## src/rtl/soclabs_adc_sar_ctrl.sv

```systemverilog
// Successive-approximation controller for the 8-bit SoCLabs ADC: paces the track/hold switch
// and capacitive-DAC trial codes from ADC_TICK, and resolves the comparator into DATA/READY.
module soclabs_adc_sar_ctrl #(
  parameter int unsigned SAMPLE_TICKS = 4,
  parameter int unsigned SETTLE_TICKS = 2
) (
  input  logic       PCLK,
  input  logic       PRESET,
  input  logic       ADC_TICK,
  input  logic       ENABLE,
  input  logic       CLR_READY,
  input  logic       COMP,
  output logic       SAMPLE_HOLD,
  output logic [7:0] DAC_CODE,
  output logic [7:0] DATA,
  output logic       READY,
  output logic       OVERRUN,
  output logic       BUSY
);

  typedef enum logic [1:0] {
    IDLE,
    SAMPLE,
    CONVERT,
    DONE
  } state_e;

  localparam logic [7:0] SAMPLE_LAST = 8'(SAMPLE_TICKS - 1);
  localparam logic [7:0] SETTLE_LAST = 8'(SETTLE_TICKS - 1);

  state_e     state_q;
  logic [7:0] cnt_q;
  logic [2:0] bit_q;
  logic [7:0] result_q;
  logic [7:0] dac_q;
  logic [7:0] data_q;
  logic       ready_q;
  logic       overrun_q;
  logic       sh_q;
  logic       sync1_q;
  logic       sync2_q;

  logic [7:0] result_d;
  logic [7:0] trial_bit_d;

  // First stage on the falling edge so the full two-flop chain resolves a new DAC code
  // within two settle ticks even when ADC_TICK is high every cycle.
  always_ff @(negedge PCLK or posedge PRESET) begin
    if (PRESET) begin
      sync1_q <= 1'b0;
    end else begin
      sync1_q <= COMP;
    end
  end

  always_ff @(posedge PCLK or posedge PRESET) begin
    if (PRESET) begin
      sync2_q <= 1'b0;
    end else begin
      sync2_q <= sync1_q;
    end
  end

  // Result with the bit under trial decided, and the next bit to try.
  always_comb begin
    result_d        = result_q;
    result_d[bit_q] = sync2_q;
    trial_bit_d     = 8'h00;
    if (bit_q != 3'd0) begin
      trial_bit_d = 8'd1 << (bit_q - 3'd1);
    end
  end

  // NOTE: every register here resets asynchronously; when two non-blocking assignments hit
  // the same register in one cycle the later one wins, which gives DONE priority over CLR_READY.
  always_ff @(posedge PCLK or posedge PRESET) begin
    if (PRESET) begin
      state_q   <= IDLE;
      cnt_q     <= 8'h00;
      bit_q     <= 3'd7;
      result_q  <= 8'h00;
      dac_q     <= 8'h00;
      data_q    <= 8'h00;
      ready_q   <= 1'b0;
      overrun_q <= 1'b0;
      sh_q      <= 1'b0;
    end else begin
      if (CLR_READY) begin
        ready_q   <= 1'b0;
        overrun_q <= 1'b0;
      end
      case (state_q)
        IDLE: begin
          if (ADC_TICK && ENABLE) begin
            state_q <= SAMPLE;
            sh_q    <= 1'b1;
            cnt_q   <= 8'h00;
          end
        end
        SAMPLE: begin
          if (ADC_TICK) begin
            if (cnt_q == SAMPLE_LAST) begin
              state_q  <= CONVERT;
              sh_q     <= 1'b0;
              bit_q    <= 3'd7;
              result_q <= 8'h00;
              dac_q    <= 8'h80;
              cnt_q    <= 8'h00;
            end else begin
              cnt_q <= cnt_q + 8'd1;
            end
          end
        end
        CONVERT: begin
          if (ADC_TICK) begin
            if (cnt_q == SETTLE_LAST) begin
              result_q <= result_d;
              cnt_q    <= 8'h00;
              if (bit_q != 3'd0) begin
                bit_q <= bit_q - 3'd1;
                dac_q <= result_d | trial_bit_d;
              end else begin
                state_q <= DONE;
              end
            end else begin
              cnt_q <= cnt_q + 8'd1;
            end
          end
        end
        DONE: begin
          data_q  <= result_q;
          ready_q <= 1'b1;
          dac_q   <= 8'h00;
          if (ready_q && !CLR_READY) begin
            overrun_q <= 1'b1;
          end
          state_q <= IDLE;
        end
        default: state_q <= IDLE;
      endcase
    end
  end

  assign SAMPLE_HOLD = sh_q;
  assign DAC_CODE    = dac_q;
  assign DATA        = data_q;
  assign READY       = ready_q;
  assign OVERRUN     = overrun_q;
  assign BUSY        = (state_q != IDLE);

endmodule
```

## config.mk

```make
export PLATFORM = sky130hd
export DESIGN_NAME = soclabs_adc_sar_ctrl
export DESIGN_NICKNAME = d
export VERILOG_FILES = /design/src/rtl/soclabs_adc_sar_ctrl.sv
export SDC_FILE = /design/constraint.sdc
export NUM_CORES = 1
export LEC_CHECK = 0
export CAP_MARGIN = 20
export CORE_MARGIN = 4
export CORE_UTILIZATION = 30
export CTS_CLUSTER_DIAMETER = 200
export DETAILED_ROUTE_END_ITERATION = 6
export HOLD_SLACK_MARGIN = 0.12
export PLACE_DENSITY = 0.58
export SYNTH_ARGS = -nofsm -noshare
export SYNTH_HDL_FRONTEND = slang
export SYNTH_SLANG_ARGS = --single-unit
```

## constraint.sdc

```tcl
create_clock -name PCLK -period 2.19 [get_ports PCLK]
set_input_delay 0.5475 -clock PCLK [delete_from_list [all_inputs] [get_ports PCLK]]
set_output_delay 0.5475 -clock PCLK [all_outputs]
set_load 0.03 [all_outputs]
```

==> flow_results.xml <==
<?xml version="1.0" encoding="UTF-8"?>
<metrics>
  <group name="placed_design">
    <metric name="hpwl" unit="um">3680</metric>
    <metric name="gp_routability_congestion" unit="">0.803</metric>
    <metric name="postPlaceCellArea" unit="sq mm">0.00282</metric>
    <metric name="port_buffers" unit="">25</metric>
    <metric name="detailedPlace.worstSlack" unit="ns">-0.0199</metric>
  </group>
  <group name="timing">
    <metric name="rsz0062_at_grt" unit="">no</metric>
    <metric name="layout_setup_ws" unit="ns">0.125</metric>
    <metric name="timing.clock.skew" unit="ns">0.00672</metric>
    <metric name="max_freq" unit="MHz">484</metric>
    <metric name="final_max_slew_viols" unit="">0</metric>
    <metric name="setup_viol" unit="">0</metric>
    <metric name="tightestPinTransition" unit="ns">0.522</metric>
    <metric name="timing.final.crit_period" unit="ns">2.07</metric>
    <metric name="hold_viol_final" unit="">0</metric>
    <metric name="timing.final.crit_share" unit="%">94.3</metric>
    <metric name="fin_setup_tns" unit="ns">0</metric>
    <metric name="timing.slew.headroom" unit="%">65.2</metric>
  </group>
  <group name="setup_path">
    <metric name="endpoint_class_of_the_critical_path" unit="">output pin</metric>
    <metric name="timing.rr.end" unit="">DAC_CODE[2]$_DFFE_PP0P_</metric>
    <metric name="critPathMaxFanout" unit="">4</metric>
    <metric name="worstPathArrival" unit="ns">1.52</metric>
    <metric name="timing.reg2reg.setup_slack" unit="ns">0.24</metric>
    <metric name="worst_ep_required_time" unit="ns">1.64</metric>
    <metric name="critical_path_class" unit="">reg -&gt; out</metric>
    <metric name="timing.reg2reg.worst_path_depth" unit="">7</metric>
    <metric name="critPathLaunchType" unit="">flip-flop</metric>
    <metric name="r2r-start" unit="">state_q[0]$_DFFE_PP0P_</metric>
  </group>
  <group name="clock_tree">
    <metric name="cts-root-buf" unit="">sky130_fd_sc_hd__clkbuf_8</metric>
    <metric name="clock_insertion_delay_worst_skew" unit="ns">0.30</metric>
    <metric name="clock_tree.htree_level_count" unit="">2</metric>
    <metric name="cts_buffers" unit="">5</metric>
    <metric name="cts_max_path_buffers" unit="">2</metric>
    <metric name="cts.reportedPaths.clkPinSlew" unit="ns">0.08</metric>
    <metric name="tritoncts_clock_tree" unit="">done</metric>
    <metric name="numClockSinks" unit="">42</metric>
    <metric name="post_cts_setup_buffer_count" unit="">0</metric>
  </group>
  <group name="global_routing">
    <metric name="aggregate_global_routing_overflow" unit="">0</metric>
    <metric name="maximum_number_of_pins_on_one_net_before_global_route_repair" unit="">42</metric>
    <metric name="grt_util_met1" unit="%">15.4</metric>
    <metric name="grt_pass1_vias" unit="">1757</metric>
    <metric name="wire_length_of_the_first_global_routing_pass" unit="um">8620</metric>
    <metric name="number_of_antenna_violations_at_the_first_check_in_global_routing" unit="">0</metric>
    <metric name="grt.met2_usage" unit="%">16.7</metric>
    <metric name="grt_usage" unit="%">11.2</metric>
    <metric name="grt_busiest_layer" unit="">met2</metric>
    <metric name="global_route.usage.met3" unit="%">2.88</metric>
  </group>
  <group name="cells_and_area">
    <metric name="final_net_count" unit="">279</metric>
    <metric name="share_of_layout_cells_above_drive_strength_1" unit="%">21.4</metric>
    <metric name="layout-area-overhead-vs-synth" unit="%">24.2</metric>
    <metric name="fillerInstances" unit="">797</metric>
    <metric name="finalCoreUtilization" unit="%">38.2</metric>
    <metric name="ant_cells" unit="">0</metric>
    <metric name="stdcell_area" unit="sq mm">0.00293</metric>
  </group>
  <group name="detailed_routing">
    <metric name="initial_drt_pass_iterations" unit="">4</metric>
    <metric name="drt_wl_total" unit="um">4860</metric>
    <metric name="initialDrtViolationCount" unit="">98</metric>
    <metric name="detail_route.drc_violations" unit="">0</metric>
    <metric name="route.detailed.wl_per_inst" unit="um">13.4</metric>
    <metric name="ant_nets" unit="">0</metric>
    <metric name="vias_per_cell" unit="">4.74</metric>
    <metric name="via_count" unit="">1727</metric>
  </group>
  <group name="synthesis">
    <metric name="syn_nets" unit="">243</metric>
    <metric name="synthesis.area" unit="sq mm">0.00236</metric>
    <metric name="yosysWarnings" unit="">0</metric>
    <metric name="synth.distinct_cells" unit="">44</metric>
    <metric name="prevailing_post_synth_register_cell" unit="">sky130_fd_sc_hd__dfrtp_1</metric>
    <metric name="syn_avg_cell_area" unit="sq um">10.5</metric>
    <metric name="synthCells" unit="">225</metric>
    <metric name="yosys_register_bits" unit="">42</metric>
    <metric name="synth.yosys.seq_area_share" unit="%">44.7</metric>
    <metric name="synth_enable_flop_cells" unit="">0</metric>
    <metric name="ys_async_sr_fraction" unit="%">100</metric>
  </group>
  <group name="power">
    <metric name="total_power" unit="uW">4060</metric>
    <metric name="vdd.ir_drop.worst" unit="mV">0.739</metric>
    <metric name="pwr_density_cell" unit="mW/mm^2">1380</metric>
    <metric name="total_leakage_power" unit="uW">0.00127</metric>
  </group>
  <group name="floorplanning">
    <metric name="die_h" unit="um">96.7</metric>
    <metric name="design.core.area" unit="sq mm">0.00769</metric>
    <metric name="die_area" unit="sq mm">0.00936</metric>
    <metric name="row_count" unit="">32</metric>
    <metric name="design.portCount" unit="">26</metric>
    <metric name="fp.dieW" unit="um">96.7</metric>
    <metric name="initial_core_util" unit="%">30.7</metric>
  </group>
  <group name="hold_path">
    <metric name="hold_path_depth" unit="">2</metric>
    <metric name="holdCritStartpoint" unit="">OVERRUN$_DFF_PP0_</metric>
    <metric name="min_path_type" unit="">reg -&gt; reg</metric>
    <metric name="worstHoldEndpoint" unit="">OVERRUN$_DFF_PP0_</metric>
  </group>
  <group name="run_status">
    <metric name="outcome" unit="">completed</metric>
  </group>
  <group name="job">
    <metric name="drv.max_cap_violation_count" unit="">0</metric>
  </group>
</metrics>
[what timing repair did]
item                                   in CTS  in global routing
setup endpoints to repair                   1                  0
endpoints found under the hold margin       0                  0
hold buffers                                0                  0
resized for setup                           1                  0
[cell usage in the layout, fill, tap and decap left out, types with 2 or more instances in the layout]
master and instances:
sky130_fd_sc_hd__ha_1 12, sky130_fd_sc_hd__clkdlybuf4s50_1 24, sky130_fd_sc_hd__nand3b_1 4, sky130_fd_sc_hd__nand2b_1 4, sky130_fd_sc_hd__a21oi_1 4, sky130_fd_sc_hd__buf_4 13
sky130_fd_sc_hd__inv_1 17, sky130_fd_sc_hd__and3_1 2, sky130_fd_sc_hd__mux2i_1 10, sky130_fd_sc_hd__clkbuf_8 5, sky130_fd_sc_hd__nor3b_1 3, sky130_fd_sc_hd__nand2_1 13
sky130_fd_sc_hd__o31ai_1 2, sky130_fd_sc_hd__a31oi_1 4, sky130_fd_sc_hd__nand4_1 4, sky130_fd_sc_hd__nor2_1 11, sky130_fd_sc_hd__nor3_1 2, sky130_fd_sc_hd__nand3_1 13
sky130_fd_sc_hd__nor2b_1 2, sky130_fd_sc_hd__dfrtp_1 38, sky130_fd_sc_hd__o22ai_1 11, sky130_fd_sc_hd__clkinvlp_4 2, sky130_fd_sc_hd__dfstp_2 3, sky130_fd_sc_hd__buf_12 2
sky130_fd_sc_hd__o21ai_0 9, sky130_fd_sc_hd__o2111ai_1 2, sky130_fd_sc_hd__mux2_2 24
[layout make-up]
class                      count  area, sq um  share of cell area [%]
inverter                      18         71.3                    2.43
tap                          102          128                    4.35
timing repair buffer          40          387                    13.2
sequential                    42         1050                    36.0
clock inverter                 2         37.5                    1.28
multi-input combinational    154         1180                    40.3
clock buffer                   6         72.6                    2.47
[cell families (layout without fill, tap and decap cells)]
kind of cell               after synthesis  in the layout  share of synthesized area [%]
muxes                                   34             34                           15.7
buffers and inverters                   29             66                           5.30
AOI/OAI and AO/OA                       42             42                           12.2
DFF                                     42             42                           44.7
adders and majority gates               12             12                           6.36
xor gates and xnor gates                 1              1                          0.371
and+or+nand+nor                         65             65                           15.5
[cell usage after synthesis, types with 3 or more instances]
| master | instances | area (sq um) |
|---|---|---|
| sky130_fd_sc_hd__dfstp_2 | 3 | 78.8 |
| sky130_fd_sc_hd__dfrtp_1 | 38 | 951 |
| sky130_fd_sc_hd__inv_1 | 18 | 67.6 |
| sky130_fd_sc_hd__a21oi_1 | 4 | 20.0 |
| sky130_fd_sc_hd__ha_1 | 12 | 150 |
| sky130_fd_sc_hd__o22ai_1 | 11 | 68.8 |
| sky130_fd_sc_hd__o21ai_0 | 9 | 45.0 |
| sky130_fd_sc_hd__mux2i_1 | 10 | 100 |
| sky130_fd_sc_hd__nand4_1 | 4 | 25.0 |
| sky130_fd_sc_hd__nand3b_1 | 4 | 30.0 |
| sky130_fd_sc_hd__nor2_1 | 11 | 41.3 |
| sky130_fd_sc_hd__mux2_2 | 24 | 270 |
| sky130_fd_sc_hd__clkbuf_1 | 8 | 30.0 |
| sky130_fd_sc_hd__nand2b_1 | 4 | 25.0 |
| sky130_fd_sc_hd__nor3b_1 | 3 | 22.5 |
| sky130_fd_sc_hd__a31oi_1 | 4 | 25.0 |
| sky130_fd_sc_hd__nand2_1 | 13 | 48.8 |
| sky130_fd_sc_hd__nand3_1 | 13 | 65.1 |
[worst max-delay path, stage by stage (launching register included)]
cell and delay [ns]:
sky130_fd_sc_hd__dfrtp_1 0.38, sky130_fd_sc_hd__inv_1 0.10, sky130_fd_sc_hd__ha_1 0.24, sky130_fd_sc_hd__inv_1 0.10
sky130_fd_sc_hd__dlygate4sd2_1 0.41
[metal layers]
layer,routed length [um],up-vias,share of wire [%]
met2,2170,26,45
met5,0,-,0
met4,123,0,2.5
li1,-,876,-
met1,2430,819,50
met3,144,6,3.0
[where the power goes]
group | switching (uW) | internal (uW)
registers | 146 | 992
logic | 1240 | 1070
clock network | 271 | 340
[through the flow]
| step | hold slack [ns] | std cells |
|---|---|---|
| floorplan | 0.496 | 225 |
| global placement | 0.487 | 356 |
| detailed placement | 0.495 | 356 |
| CTS | 0.514 | 364 |
| global route | 0.531 | 364 |
| finish | 0.503 | 364 |
[worst max-delay path by stage]
stage / slack, ns / depth (start not counted) / startpoint / to
final: 0.12 / 4 / state_q[0]$_DFFE_PP0P_ / BUSY
after global routing: 0.009 / 4 / state_q[0]$_DFFE_PP0P_ / BUSY
after CTS: 0.1 / 4 / state_q[0]$_DFFE_PP0P_ / BUSY
after detailed placement: -0.02 / 1 / COMP / sync1_q$_DFF_NP0_
after global placement: -0.01 / 1 / COMP / sync1_q$_DFF_NP0_
after floorplan: 0.03 / 8 / bit_q[0]$_DFFE_PP1P_ / DAC_CODE[0]$_DFFE_PP0P_
[state kept, by name (all words and copies together) (netlist names)]
signal       cells
DAC_CODE         8
DATA             8
OVERRUN          1
READY            1
SAMPLE_HOLD      1
bit_q            3
cnt_q            8
result_q         8
state_q          2
sync1_q          1
sync2_q          1
(Power assumes the default switching activity.)
